--- config.mk ---
export PLATFORM = sky130hd
export DESIGN_NAME = output_display_unit
export DESIGN_NICKNAME = d
export VERILOG_FILES = /design/src/rtl/output_display_unit.sv
export SDC_FILE = /design/constraint.sdc
export NUM_CORES = 1
export LEC_CHECK = 0
export ABC_AREA = 0
export BUFFER_PORTS_ARGS = -buffer_cell sky130_fd_sc_hd__buf_2
export CAP_MARGIN = 20
export CORE_UTILIZATION = 31
export CTS_CLUSTER_DIAMETER = 200
export DETAILED_ROUTE_END_ITERATION = 12
export PLACE_DENSITY = 0.55
export SYNTH_ARGS = -nofsm -noshare
export SYNTH_HDL_FRONTEND = slang
export SYNTH_SLANG_ARGS = --single-unit
--- constraint.sdc ---
create_clock -name clock -period 5.7 [get_ports clock]
set_clock_uncertainty 0.2 [all_clocks]
set_input_delay 1.425 -clock clock [delete_from_list [all_inputs] [get_ports clock]]
set_output_delay 1.425 -clock clock [all_outputs]
set_load 0.01 [all_outputs]
--- src/rtl/output_display_unit.sv ---
// ============================================================================
// output_display_unit
// Captures processor OUT results into an 8-entry bank and scans one entry
// onto a multiplexed 8-digit active-low 7-segment display.
// Revision: 1.0
// ============================================================================
`default_nettype none

module output_display_unit #(
  parameter int REFRESH_DIV = 1024
) (
  input  logic        clock,
  input  logic        reset,
  input  logic [15:0] outval1,
  input  logic [15:0] outval2,
  input  logic [2:0]  outsel,
  input  logic        outdisplay,
  input  logic        halting,
  input  logic [2:0]  view_sel,
  output logic [7:0]  seg,
  output logic [7:0]  an,
  output logic        led_halt,
  output logic [7:0]  out_count
);

  localparam int            RW        = (REFRESH_DIV > 2) ? $clog2(REFRESH_DIV) : 1;
  localparam logic [RW-1:0] RCNT_LAST = RW'(REFRESH_DIV - 1);

  logic [15:0]   hi_q [8];
  logic [15:0]   lo_q [8];
  logic [7:0]    valid_q;
  logic [RW-1:0] rcnt_q, rcnt_d;
  logic [2:0]    dig_q, dig_d;
  logic [7:0]    seg_q, seg_d;
  logic [7:0]    an_q, an_d;
  logic          led_halt_q;
  logic [7:0]    count_q, count_d;

  logic [15:0]   word_sel;
  logic [3:0]    nibble;
  logic [6:0]    seg7;

  always_comb begin
    rcnt_d = rcnt_q + RW'(1);
    dig_d  = dig_q;
    if (rcnt_q == RCNT_LAST) begin
      rcnt_d = '0;
      dig_d  = dig_q + 3'd1;
    end
  end

  // Digits 7..4 scan the hi word, 3..0 the lo word; dig[1:0] picks the nibble.
  always_comb begin
    word_sel = dig_q[2] ? hi_q[view_sel] : lo_q[view_sel];
    nibble   = word_sel[{dig_q[1:0], 2'b00} +: 4];
    case (nibble)
      4'h0:    seg7 = 7'b1000000;
      4'h1:    seg7 = 7'b1111001;
      4'h2:    seg7 = 7'b0100100;
      4'h3:    seg7 = 7'b0110000;
      4'h4:    seg7 = 7'b0011001;
      4'h5:    seg7 = 7'b0010010;
      4'h6:    seg7 = 7'b0000010;
      4'h7:    seg7 = 7'b1111000;
      4'h8:    seg7 = 7'b0000000;
      4'h9:    seg7 = 7'b0010000;
      4'hA:    seg7 = 7'b0001000;
      4'hB:    seg7 = 7'b0000011;
      4'hC:    seg7 = 7'b1000110;
      4'hD:    seg7 = 7'b0100001;
      4'hE:    seg7 = 7'b0000110;
      default: seg7 = 7'b0001110;
    endcase
    if (!valid_q[view_sel]) begin
      seg7 = 7'b0111111;
    end
    seg_d   = {(dig_q != 3'd4), seg7};
    an_d    = ~(8'b1 << dig_q);
    count_d = (outdisplay && (count_q != 8'hFF)) ? count_q + 8'd1 : count_q;
  end

  always_ff @(posedge clock or negedge reset) begin
    if (!reset) begin
      for (int i = 0; i < 8; i++) begin
        hi_q[i] <= 16'h0000;
        lo_q[i] <= 16'h0000;
      end
      valid_q    <= 8'h00;
      rcnt_q     <= '0;
      dig_q      <= 3'd0;
      seg_q      <= 8'hFF;
      an_q       <= 8'hFF;
      led_halt_q <= 1'b0;
      count_q    <= 8'h00;
    end else begin
      if (outdisplay) begin
        hi_q[outsel]    <= outval1;
        lo_q[outsel]    <= outval2;
        valid_q[outsel] <= 1'b1;
      end
      rcnt_q     <= rcnt_d;
      dig_q      <= dig_d;
      seg_q      <= seg_d;
      an_q       <= an_d;
      led_halt_q <= halting;
      count_q    <= count_d;
    end
  end

  assign seg       = seg_q;
  assign an        = an_q;
  assign led_halt  = led_halt_q;
  assign out_count = count_q;

endmodule

`default_nettype wire
==> impl_metrics.json <==
{
  "status": "finished clean",
  "start_util_pct": 31.5,
  "maxSlewHeadroom_pct": 42.5,
  "p_leak_nw": 6.76,
  "ys.flop_type": "dfrtp_1",
  "first_global_vias": 8450,
  "crit_chain": "buf_2, buf_4, mux2i_1, a2111oi_2, nor3_2, inv_1, ha_1, o21ai_1, o21ai_1, a221o_1",
  "path_max_fanout": 32,
  "area_delta_synth_final_pct": 14.6,
  "power_density_nw_per_um2": 378,
  "synthArstFlopShare_pct": 100,
  "holdBufCountCts": 0,
  "clk_pin_slew_ps": 60,
  "dieHeight_um": 214,
  "synth_nets": 994,
  "finalPower_mw": 6.04,
  "std_cell_rows": 77,
  "min_path_type": "register to register",
  "via_count": 8162,
  "htree_num_levels": 2,
  "netlist.area_leader.share_pct": 51.3,
  "placed_area_um2": 14900,
  "first_pass_iters": 5,
  "first_iter_violations": 569,
  "grt_start_max_net_pins": 113,
  "place_inst": 1563,
  "synthAdderAreaFrac_pct": 1.35,
  "hold_viol_final": 0,
  "drive_gt1_share_pct": 47.4,
  "period_share_pct": 75.8,
  "synth-warning-count": 0,
  "clk_latency_ps": 540,
  "die_w_um": 214,
  "cts_buffers": 34,
  "syn_area_per_cell_um2": 14.9,
  "syn_inst": 937,
  "dp_hpwl_mm": 21.2,
  "ys_seq_area_share_pct": 54.2,
  "cp_top_family": "buffers and inverters",
  "max_cap_violations": 0,
  "cts_setup_buffers": 0,
  "cp.arrival_ps": 4550,
  "core_area_um2": 44300,
  "drv_slew": 0,
  "grt_pass1_wl_mm": 53.2,
  "cts_sinks": 301,
  "synth-seq-cells": 301,
  "peakVddDrop_mv": 0.219,
  "yosys.cell_types.count": 69,
  "place_ws_ps": 858,
  "overflow": 0,
  "layout_commonest_cell": "dfrtp_1",
  "antenna_found_initial": 3,
  "cpPeakStageDelay_ps": 650,
  "detail-route-antenna-nets": 0,
  "cts_tree": "done",
  "clockBufferDepth": 3,
  "synthTopCellsByArea": "dfrtp_1 (51%), mux2_2 (22%), mux4_2 (6.0%), dfstp_2 (2.8%), mux4_1 (2.5%)",
  "nets": 1064,
  "cts_root_buf": "clkbuf_16",
  "synth_top_family_by_area": "multiplexers",
  "grtUsageTotal_pct": 15.1,
  "synthMuxAreaShare_pct": 32.2,
  "drc": 0,
  "tns_ps": 0,
  "synth-xor-area-share_pct": 0.942,
  "timing.fmax_mhz": 231,
  "worst-path-buf-inv": 3,
  "rsz0062_at_grt": "false",
  "num-fill-cells": 4300,
  "start_kind": "input port",
  "stdcell_count": 1624,
  "synthesis.area_um2": 13900,
  "required_ps": 5930,
  "finalWorstSetupSlack_ps": 1380,
  "routabilityCongestion": 0.779,
  "crit_type": "input port to register",
  "critPathSlowestCell": "buf_2",
  "viasPerCell": 5.03,
  "post_drt_wl_per_cell_um": 21.0,
  "dieArea_um2": 45800,
  "synth_simple_gate_area_share_pct": 4.52,
  "synth_edf_count": 0,
  "wl_mm": 34.0,
  "final_util_pct": 36.0,
  "portBuffers": 66,
  "ios": 67,
  "netlist.top_cell.by_area": "dfrtp_1",
  "period_minus_slack_ps": 4320,
  "synth_compound_area_share_pct": 3.67,
  "timing.hold.ws_ps": 263,
  "stdcell_area_um2": 16000,
  "end_kind": "register",
  "post_cts_resized": 0,
  "final_cell_mix": "dfrtp_1 (286), mux2_2 (271), buf_2 (64)",
  "cp_common_cell": "o21ai_1",
  "worst_pin_slew_ps": 862,
  "setup_viol": 0
}
[kinds of logic (layout without fill, tap and decap cells)]
| logic type | count (synthesis) | in the layout |
|---|---|---|
| adders and majority gates | 15 | 15 |
| AOI/OAI and AO/OA | 67 | 67 |
| and+or+nand+nor | 119 | 119 |
| xor gates and xnor gates | 15 | 15 |
| other | 0 | 1 |
| DFF | 301 | 301 |
| muxes | 347 | 347 |
| buffers and inverters | 73 | 167 |
[layout make-up]
cell class,instances,area (um^2),area share (%)
Timing Repair Buffer,92,551,3.45
Clock inverter,11,104,0.650
Antenna cell,1,2.50,0.0157
Sequential cell,301,7550,47.3
Clock buffer,49,998,6.25
Tap cell,592,741,4.64
Multi-Input combinational cell,563,5970,37.4
Inverter,15,56.3,0.352
[final timing paths]
path	startpoint	endpoint	slack, ps	cells after the start
worst max register to register	dig_q[2]	seg[5]	1730	11
worst max-delay path	view_sel[1]	seg[5]	1380	10
worst min-delay path	valid_q[1]	valid_q[1]	260	1
worst min register to register	valid_q[1]	valid_q[1]	260	1
max in group asynchronous	reset	hi_q[52]	3450	2
min in group asynchronous	reset	led_halt	690	1
[cell usage after synthesis, drive strengths merged, types with 2 or more instances]
master,instances
dfrtp,286
mux2,271
mux4,50
nand2,35
clkbuf,30
buf,28
mux2i,26
nor2,21
nand3,17
dfstp,15
ha,15
inv,13
o21ai,12
o22ai,11
xnor2,9
nand2b,8
nor3,7
a31oi,6
and3,6
o221ai,6
or2,6
xor2,6
a21oi,4
a22oi,4
nand4,4
nand4b,3
nor3b,3
o2111ai,3
o31ai,3
a221o,2
clkinv,2
nor2b,2
nor4bb,2
o311ai,2
o31a,2
[routing by layer]
metal	wire length, um	vias to the layer above	track usage (%)
met5	21	-	0
met4	493	4	3.31
met3	1620	38	3.48
met2	15700	167	23.4
met1	16200	4325	21.4
li1	-	3628	-
[flip-flops by register name, indices dropped and copies added (netlist names)]
| name | cells |
|---|---|
| an | 8 |
| dig_q | 3 |
| hi_q | 128 |
| led_halt | 1 |
| lo_q | 128 |
| out_count | 8 |
| rcnt_q | 10 |
| seg | 7 |
| valid_q | 8 |
[worst register-to-register path, cell delays in order (launching register included)]
cell and delay, ps:
dfrtp_1 760, buf_4 410, mux2_2 380, o22a_1 180
o221a_2 250, o31a_1 320, nor3_2 390, inv_1 190
ha_1 280, o21ai_1 90, o21ai_1 90, a221o_1 360
[report_power, final]
group / switching (mW) / internal, mW
logic: 0.450 / 0.610
registers: 0.224 / 2.60
clock network: 0.879 / 1.27
Power figures use the tool's default switching activity.
